$ cat config.mk
export PLATFORM = sky130hd
export DESIGN_NAME = serv_bufreg2_w_flat
export DESIGN_NICKNAME = d
export VERILOG_FILES = /design/src/rtl/serv_bufreg2_w_if.sv /design/src/rtl/serv_bufreg2_w.sv /design/src/flat_wrapper.sv
export SDC_FILE = /design/constraint.sdc
export NUM_CORES = 1
export LEC_CHECK = 0
export BUFFER_PORTS_ARGS = -buffer_cell sky130_fd_sc_hd__buf_4
export CAP_MARGIN = 20
export CORE_AREA = 5 5 69 87
export CTS_BUF_LIST = sky130_fd_sc_hd__clkbuf_4 sky130_fd_sc_hd__clkbuf_8
export DETAILED_ROUTE_END_ITERATION = 10
export DIE_AREA = 0 0 74 92
export PLACE_DENSITY = 0.76
export SYNTH_ARGS = -nofsm -noshare
export SYNTH_HDL_FRONTEND = slang
export SYNTH_SLANG_ARGS = --single-unit
$ cat constraint.sdc
create_clock -name i_clk -period 2 [get_ports i_clk]
set_input_delay 0.6 -clock i_clk [delete_from_list [all_inputs] [get_ports i_clk]]
set_output_delay 0.6 -clock i_clk [all_outputs]
set_load 0.005 [all_outputs]
$ cat src/rtl/serv_bufreg2_w_if.sv
// Bus bundle for serv_bufreg2_w: decoder operands, memory data and shifter control.
// The master side drives the i_* signals, the slave (the buffer register) drives o_*.
interface serv_bufreg2_w_if #(
    parameter int W = 1
);
    logic         i_en;
    logic         i_init;
    logic         i_cnt_done;
    logic         i_shift_op;
    logic         i_byte_valid;
    logic         i_load;
    logic [31:0]  i_dat;
    logic         i_op_b_sel;
    logic [W-1:0] i_rs2;
    logic [W-1:0] i_imm;
    logic [1:0]   i_lsb;
    logic [W-1:0] o_op_b;
    logic [31:0]  o_dat;
    logic [W-1:0] o_q;
    logic         o_sh_done;
    logic         o_sh_done_r;
    logic         o_busy;

    modport master (
        output i_en, i_init, i_cnt_done, i_shift_op, i_byte_valid, i_load,
               i_dat, i_op_b_sel, i_rs2, i_imm, i_lsb,
        input  o_op_b, o_dat, o_q, o_sh_done, o_sh_done_r, o_busy
    );

    modport slave (
        input  i_en, i_init, i_cnt_done, i_shift_op, i_byte_valid, i_load,
               i_dat, i_op_b_sel, i_rs2, i_imm, i_lsb,
        output o_op_b, o_dat, o_q, o_sh_done, o_sh_done_r, o_busy
    );
endinterface

$ cat src/rtl/serv_bufreg2_w.sv
// Second buffer register for W-bit-per-cycle SERV cores: store/load data plus a
// dedicated shift-amount counter, so the data word is never disturbed while counting.
module serv_bufreg2_w #(
    parameter int W    = 1,
    parameter int XLEN = 32
) (
    input  logic            i_clk,
    input  logic            i_rst_n,
    serv_bufreg2_w_if.slave bus
);
    typedef enum logic [1:0] {IDLE, INIT, SHIFT, DONE} state_t;

    state_t          state;
    logic [XLEN-1:0] dat;
    logic [XLEN-1:0] dat_next;
    logic [5:0]      shamt;
    logic            sh_done;
    logic            sh_done_r;
    logic            busy;
    logic            fill;
    logic [W-1:0]    op_b;
    logic [W-1:0]    q;

    assign op_b = bus.i_op_b_sel ? bus.i_rs2 : bus.i_imm;

    // Fill only happens before the shift count starts; a bus load always wins.
    assign fill = bus.i_en & ((state == IDLE) | (state == INIT)) &
                  (bus.i_byte_valid | (bus.i_shift_op & (state == INIT)));

    always_comb begin
        dat_next = dat;
        if (bus.i_load) begin
            dat_next = bus.i_dat;
        end else if (fill) begin
            dat_next = {op_b, dat[XLEN-1:W]};
        end
    end

    always_comb begin
        q = dat[W-1:0];
        case (bus.i_lsb)
            2'd1:    q = dat[8 +: W];
            2'd2:    q = dat[16 +: W];
            2'd3:    q = dat[24 +: W];
            default: q = dat[W-1:0];
        endcase
    end

    always_ff @(posedge i_clk) begin
        if (!i_rst_n) begin
            dat       <= '0;
            shamt     <= '0;
            state     <= IDLE;
            sh_done   <= 1'b0;
            sh_done_r <= 1'b0;
            busy      <= 1'b0;
        end else begin
            dat       <= dat_next;
            sh_done_r <= sh_done;
            case (state)
                IDLE: begin
                    if (bus.i_en & bus.i_init & bus.i_shift_op) begin
                        state <= INIT;
                    end
                end
                INIT: begin
                    // An instruction abort takes precedence over the exit beat.
                    if (!bus.i_shift_op) begin
                        state <= IDLE;
                    end else if (bus.i_en & bus.i_cnt_done) begin
                        shamt <= {1'b0, dat_next[4:0]};
                        if (dat_next[4:0] != 5'd0) begin
                            state <= SHIFT;
                            busy  <= 1'b1;
                        end else begin
                            state   <= DONE;
                            sh_done <= 1'b1;
                        end
                    end
                end
                SHIFT: begin
                    if (shamt != 6'd0) begin
                        shamt <= shamt - 6'd1;
                    end
                    if (shamt == 6'd1) begin
                        state   <= DONE;
                        busy    <= 1'b0;
                        sh_done <= 1'b1;
                    end
                end
                DONE: begin
                    if ((bus.i_en & bus.i_cnt_done & ~bus.i_init) | ~bus.i_shift_op) begin
                        state   <= IDLE;
                        sh_done <= 1'b0;
                    end
                end
                default: begin
                    state   <= IDLE;
                    busy    <= 1'b0;
                    sh_done <= 1'b0;
                end
            endcase
        end
    end

    assign bus.o_op_b      = op_b;
    assign bus.o_dat       = dat;
    assign bus.o_q         = q;
    assign bus.o_sh_done   = sh_done;
    assign bus.o_sh_done_r = sh_done_r;
    assign bus.o_busy      = busy;
endmodule

$ cat src/flat_wrapper.sv
// flat-port wrapper written by rule: the top's interface ports become plain ports
module serv_bufreg2_w_flat 
#(
    parameter int W    = 1,
    parameter int XLEN = 32
)
  (i_clk, i_rst_n, bus_i_en, bus_i_init, bus_i_cnt_done, bus_i_shift_op, bus_i_byte_valid, bus_i_load, bus_i_dat, bus_i_op_b_sel, bus_i_rs2, bus_i_imm, bus_i_lsb, bus_o_op_b, bus_o_dat, bus_o_q, bus_o_sh_done, bus_o_sh_done_r, bus_o_busy);
  serv_bufreg2_w_if #(.W(W)) bus_i ();
  input  logic i_clk;
  input  logic i_rst_n;
  input wire logic [$bits(bus_i.i_en)-1:0] bus_i_en;
  input wire logic [$bits(bus_i.i_init)-1:0] bus_i_init;
  input wire logic [$bits(bus_i.i_cnt_done)-1:0] bus_i_cnt_done;
  input wire logic [$bits(bus_i.i_shift_op)-1:0] bus_i_shift_op;
  input wire logic [$bits(bus_i.i_byte_valid)-1:0] bus_i_byte_valid;
  input wire logic [$bits(bus_i.i_load)-1:0] bus_i_load;
  input wire logic [$bits(bus_i.i_dat)-1:0] bus_i_dat;
  input wire logic [$bits(bus_i.i_op_b_sel)-1:0] bus_i_op_b_sel;
  input wire logic [$bits(bus_i.i_rs2)-1:0] bus_i_rs2;
  input wire logic [$bits(bus_i.i_imm)-1:0] bus_i_imm;
  input wire logic [$bits(bus_i.i_lsb)-1:0] bus_i_lsb;
  output wire logic [$bits(bus_i.o_op_b)-1:0] bus_o_op_b;
  output wire logic [$bits(bus_i.o_dat)-1:0] bus_o_dat;
  output wire logic [$bits(bus_i.o_q)-1:0] bus_o_q;
  output wire logic [$bits(bus_i.o_sh_done)-1:0] bus_o_sh_done;
  output wire logic [$bits(bus_i.o_sh_done_r)-1:0] bus_o_sh_done_r;
  output wire logic [$bits(bus_i.o_busy)-1:0] bus_o_busy;
  assign bus_i.i_en = bus_i_en;
  assign bus_i.i_init = bus_i_init;
  assign bus_i.i_cnt_done = bus_i_cnt_done;
  assign bus_i.i_shift_op = bus_i_shift_op;
  assign bus_i.i_byte_valid = bus_i_byte_valid;
  assign bus_i.i_load = bus_i_load;
  assign bus_i.i_dat = bus_i_dat;
  assign bus_i.i_op_b_sel = bus_i_op_b_sel;
  assign bus_i.i_rs2 = bus_i_rs2;
  assign bus_i.i_imm = bus_i_imm;
  assign bus_i.i_lsb = bus_i_lsb;
  assign bus_o_op_b = bus_i.o_op_b;
  assign bus_o_dat = bus_i.o_dat;
  assign bus_o_q = bus_i.o_q;
  assign bus_o_sh_done = bus_i.o_sh_done;
  assign bus_o_sh_done_r = bus_i.o_sh_done_r;
  assign bus_o_busy = bus_i.o_busy;
  serv_bufreg2_w #(.W(W), .XLEN(XLEN)) u_core (.i_clk(i_clk), .i_rst_n(i_rst_n), .bus(bus_i));
endmodule
# --- Word level (Yosys, flattened, before mapping) ---
# Index checks and enable logic that the tools add are counted.
word_totals:
  input_bits: 45
  out_inout_bits: 37
  ff_bits: 43
op_classes:
  reduce_logical: 10
  addsub: 1
  bitwise: 12
  eq_ne: 16
  n_mux: 26
op_table:
  columns: ["cell", "count"]
  rows:
  - ["2-to-1 mux 32 bit", 2]
  - ["2-to-1 mux 6 bit", 3]
  - ["case mux 6 bit (2 select lines)", 1]
  - ["2-to-1 mux 1 bit", 11]
  - ["2-to-1 mux 2 bit", 5]
  - ["!= test 2 bit, second input constant", 5]
  - ["== test 2 bit, second input constant", 4]
  - ["case mux 2 bit (4 select lines)", 1]
  - ["AND reduction 4 bit", 2]
  - ["bitwise AND 1 bit", 7]
  - ["== test 6 x 1 -> 1 bit, second input constant", 1]
  - ["!= test 2 x 1 -> 1 bit, second input constant", 3]
  - ["case mux 1 bit (3 select lines)", 2]
  - ["AND reduction 6 bit", 1]
  - ["nonzero test 6 bit", 1]
  - ["subtractor 6 x 1 -> 6 bit, second input constant", 1]
  - ["AND reduction 5 bit", 1]
  - ["nonzero test 5 bit", 1]
  - ["== test 2 x 1 -> 1 bit, second input constant", 2]
  - ["nonzero test 2 bit", 2]
  - ["!= test 3 bit, second input constant", 1]
  - ["OR 1 bit", 3]
  - ["nonzero test 3 bit", 1]
  - ["zero test 2 bit", 1]
  - ["2 further kinds", 3]

# --- Logic depth before layout (Yosys ltp) ---
depth:
  ltp_word: 11
  ltp_mapped: 7
  ltp_nobuf: 6

# --- Least setup slack after synthesis ---
# Ideal clock, no wire load.
synth_path:
  path_kind: "input to register"
  start: "in bus_i_shift_op"
  end: "reg u_core.busy (netlist: u_core.bus.o_busy)"
  setup_slack_ps: 73
  t_arrival_ps: 1805
  required_time_ps: 1878
  path_stages: 5
  path_cell_list: "a21oi_4 > mux2i_1 > nand2_1 > or3_4 > o311a_1"
synth_via:
  elab_chain_cells: 8
synth_lines:
  columns: ["item", "line_no", "rtl"]
  rows:
  - ["start: declaration", "flat_wrapper.sv:14", "input wire logic [$bits(bus_i.i_shift_op)-1:0] bus_i_shift_op;"]
  - ["bitwise AND 1 bit", "serv_bufreg2_w.sv:28", "(bus.i_byte_valid | (bus.i_shift_op & (state == INIT)));"]
  - ["OR 1 bit", "serv_bufreg2_w.sv:28", null]
  - ["bitwise AND 1 bit", "serv_bufreg2_w.sv:27", "assign fill = bus.i_en & ((state == IDLE) | (state == INIT)) &"]
  - ["2-to-1 mux 32 bit", "serv_bufreg2_w.sv:34", "end else if (fill) begin"]
  - ["2-to-1 mux 32 bit", "serv_bufreg2_w.sv:32", "if (bus.i_load) begin"]
  - ["nonzero test 5 bit", "serv_bufreg2_w.sv:72", "if (dat_next[4:0] != 5'd0) begin"]
  - ["!= test 2 bit (no line)", null, null]
  - ["AND reduction 5 bit (no line) *", null, null]
  - ["end signal: assignment", "serv_bufreg2_w.sv:56", "busy <= 1'b0;"]
  - ["end signal: assignment", "serv_bufreg2_w.sv:74", "busy <= 1'b1;"]
  - ["end signal: assignment", "serv_bufreg2_w.sv:87", "busy <= 1'b0;"]
  - ["end: declaration", "serv_bufreg2_w.sv:19", "logic busy;"]
# Mark *: on every way between the ends. The rest lies on a longest branch, timed or not. The select of a mux whose other input is x is not followed.
# A chain may end at the register's enable or synchronous reset.

# --- Worst setup path after layout ---
layout_path:
  start: "in bus_i_lsb[1]"
  end: "out bus_o_q"
layout_via:
  elab_chain_cells: 2
layout_lines:
  columns: ["item", "line_no", "rtl"]
  rows:
  - ["start: declaration", "flat_wrapper.sv:21", "input wire logic [$bits(bus_i.i_lsb)-1:0] bus_i_lsb;"]
  - ["== test 2 bit or == test 2 x 1 -> 1 bit (tied branches)", "serv_bufreg2_w.sv:41", "case (bus.i_lsb)"]
  - ["case mux 1 bit (3 select lines) *", "serv_bufreg2_w.sv:41", null]
  - ["end: declaration", "flat_wrapper.sv:24", "output wire logic [$bits(bus_i.o_q)-1:0] bus_o_q;"]
# Mark *: on every way between the ends. The rest lies on a longest branch, timed or not.

==> impl_metrics.tcl <==
set metrics [dict create \
    status "finished clean" \
    gp_congestion 0.914 \
    seq_power_share_pct 43.5 \
    total_power_uw 2160 \
    maxCapViolations 0 \
    cts_buffer_depth 2 \
    ys_seq_area_share_pct 38.4 \
    cts_sinks 43 \
    fp.dieArea_um2 6810 \
    fin_setup_tns_ns 0 \
    syn_area_per_cell_um2 9.45 \
    p_sw_share_pct 23.9 \
    post_cts_resized 0 \
    clkLatencyLatePin_ns 0.30 \
    ios 82 \
    cp.arrival_ns 1.32 \
    dr.first_iter.drc_count 126 \
    via_count 2061 \
    nNetsFinal 376 \
    syn-cell-area_um2 2240 \
    ys_types 46 \
    wl_per_cell_um 15.0 \
    grt_first_pass_wirelength_um 9550 \
    start_util_pct 44.4 \
    clock.fmax_ghz 0.521 \
    combinationalPowerShare_pct 19.0 \
    finClkSkew_ns 0.00724 \
    remaining_drc_errors 0 \
    clkPwrFrac_pct 37.4 \
    finalHoldViolations 0 \
    cp-end-kind "output port" \
    startpoint_type "input pin" \
    fillerInstances 435 \
    grt_max_degree 27 \
    clk_pin_slew_ns 0.08 \
    dpl.hpwl_um 4540 \
    critical_path_class "in2out" \
    syn_inst 237 \
    critPathMaxFanout 1 \
    clockRootBuffer "clkbuf_8" \
    vdd_drop_max_mv 0.515 \
    period_minus_slack_ns 1.92 \
    netSwitchingPower_uw 516 \
    port_buffers 81 \
    postPlaceCellArea_um2 3010 \
    rsz0062_at_grt "no" \
    grt_overflow 0 \
    hold_buffers 0 \
    cts_tree "built" \
    syn_nets 284 \
    cts.htree.levels 2 \
    row_count 29 \
    antenna_found_initial 0 \
    setup_violations 0 \
    yosys_register_bits 43 \
    relSlewSlack_pct 71.0 \
    m1WireLength_um 2390 \
    drive_gt1_share_pct 42.4 \
    pre_cts_ws_ns -0.129 \
    p_int_uw 1640 \
    ant_nets 0 \
    synth_edf_count 0 \
    hold_path_class "reg2reg" \
    setup_slack_ns 0.0806 \
    wl_met3_um 469 \
    top_layer "met4" \
    final_area_um2 3150 \
    worst-slew-pin-transition_ns 0.435 \
    finalWirelength_um 5890 \
    async_reset_ff_share_pct 0 \
    chipWidth_um 74 \
    crit_required_ns 1.40 \
    fin_crit_sh_pct 96.0 \
    grt_pass1_vias 2081 \
    track_usage_pct 17.6 \
    p_leak_uw 0.00147 \
    die_h_um 92 \
    diodes 0 \
    report.final.slew_viol_count 0 \
    post_cts_buffers 0 \
    syn_to_final_growth_pct 40.6 \
    ys_warn_count 0 \
    core_area_um2 5040 \
    ys.flop_type "dfxtp_1" \
    wl_met2_um 2990 \
    drt-vias-per-instance 5.26 \
    cts_inserted_buffers 5 \
    fin_hold_ws_ns 0.507 \
    p_per_area_nw_per_um2 686 \
    first_pass_iters 4 \
]
==> Yosys cell counts (all sizes together) (2+ instances only) <==
| cell type | count | area share [%] |
|---|---|---|
| nor2 | 30 | 5.1 |
| inv | 8 | 1.3 |
| buf | 7 | 1.8 |
| nand2 | 15 | 2.6 |
| mux2i | 28 | 13 |
| a22o | 2 | 0.78 |
| mux2 | 26 | 13 |
| nand3 | 4 | 0.89 |
| o31ai | 3 | 1.0 |
| clkbuf | 5 | 0.84 |
| nor2b | 5 | 1.4 |
| o21ai | 7 | 1.6 |
| dfxtp | 43 | 38 |
| nand2b | 2 | 0.56 |
| a21oi | 9 | 2.5 |
| a31oi | 3 | 0.84 |
| and2 | 5 | 1.4 |
| ha | 2 | 1.1 |
| or3 | 3 | 1.1 |
| a21o | 2 | 1.0 |
| nor3 | 8 | 1.8 |
| a211oi | 4 | 1.3 |
==> layer usage <==
layer,vias to the layer above,GRT usage (%)
met4,0,4.83
met2,62,29.7
met1,960,20.7
met5,-,0
met3,5,6.35
li1,1034,-
==> cell usage in the layout (no fill, tap or decap), types with 2 or more instances in the layout <==
| cell | netlist | layout |
|---|---|---|
| buf_4 | 0 | 95 |
| buf_12 | 0 | 2 |
| o31ai_1 | 3 | 3 |
| a31oi_1 | 3 | 3 |
| mux2i_1 | 28 | 28 |
| bufinv_16 | 0 | 2 |
| a21oi_1 | 8 | 8 |
| clkbuf_8 | 0 | 5 |
| nand3_1 | 4 | 4 |
| nand2b_1 | 2 | 2 |
| a211oi_1 | 4 | 4 |
| inv_1 | 7 | 7 |
| nor2_1 | 29 | 29 |
| ha_1 | 2 | 2 |
| nor3_1 | 8 | 8 |
| o21ai_0 | 7 | 7 |
| dfxtp_1 | 43 | 43 |
| or3_1 | 2 | 2 |
| and2_1 | 5 | 5 |
| nor2b_1 | 5 | 5 |
| a22o_1 | 2 | 2 |
| mux2_2 | 26 | 26 |
| nand2_1 | 14 | 14 |
==> power by group through the flow <==
| stage | combinational (uW) | sequential [uW] | clock, uW |
|---|---|---|---|
| after global routing | 449 | 947 | 865 |
| after global placement | 404 | 959 | 0 |
| after detailed placement | 413 | 960 | 0 |
| after CTS | 415 | 940 | 822 |
| final | 411 | 940 | 808 |
| after floorplan | 203 | 952 | 0 |
==> metrics by stage <==
step	util, %	instances
floorplan	-	237
global route	62.4	392
global placement	59.7	384
finish	62.4	392
CTS	62.4	392
detailed placement	59.7	384
==> path summary, 6_finish.rpt <==
kind,start,to,slack (ns),depth (start not counted)
setup / recovery,bus_i_lsb[1],bus_o_q,0.08,3
hold / removal,u_core.bus.o_sh_done,u_core.bus.o_sh_done_r,0.51,1
setup reg to reg,u_core.state[0],u_core.bus.o_busy,0.16,6
hold reg to reg,u_core.bus.o_sh_done,u_core.bus.o_sh_done_r,0.51,1
==> flip-flops by register name, indices dropped and copies added (netlist names), named ones only <==
signal and count:
u_core.bus.o_dat 32, u_core.shamt 6, u_core.bus.o_busy 1, u_core.bus.o_sh_done 1, u_core.bus.o_sh_done_r 1, u_core.state 1
==> critical path: stages <==
cell and delay [ns]:
buf_4 0.08, mux4_2 0.48, buf_4 0.15
==> cells by family after synthesis <==
| group | count (synthesis) | share of synthesized area, % |
|---|---|---|
| fa+ha+maj | 2 | 1.12 |
| buf+inv | 20 | 3.97 |
| compound gates | 38 | 12.5 |
| simple gates | 78 | 17.0 |
| flops | 43 | 38.4 |
| xor+xnor | 1 | 0.391 |
| mux | 55 | 26.6 |
==> layout make-up <==
cell class | instances | area, um^2 | share of cell area (%)
Multi-Input combinational cell | 174 | 1290 | 41.0
Sequential cell | 43 | 861 | 27.3
Timing Repair Buffer | 97 | 753 | 23.9
Tap cell | 62 | 77.6 | 2.46
Clock buffer | 5 | 68.8 | 2.19
Clock inverter | 3 | 67.6 | 2.15
Inverter | 8 | 30.0 | 0.954
(Power assumes the default switching activity.)
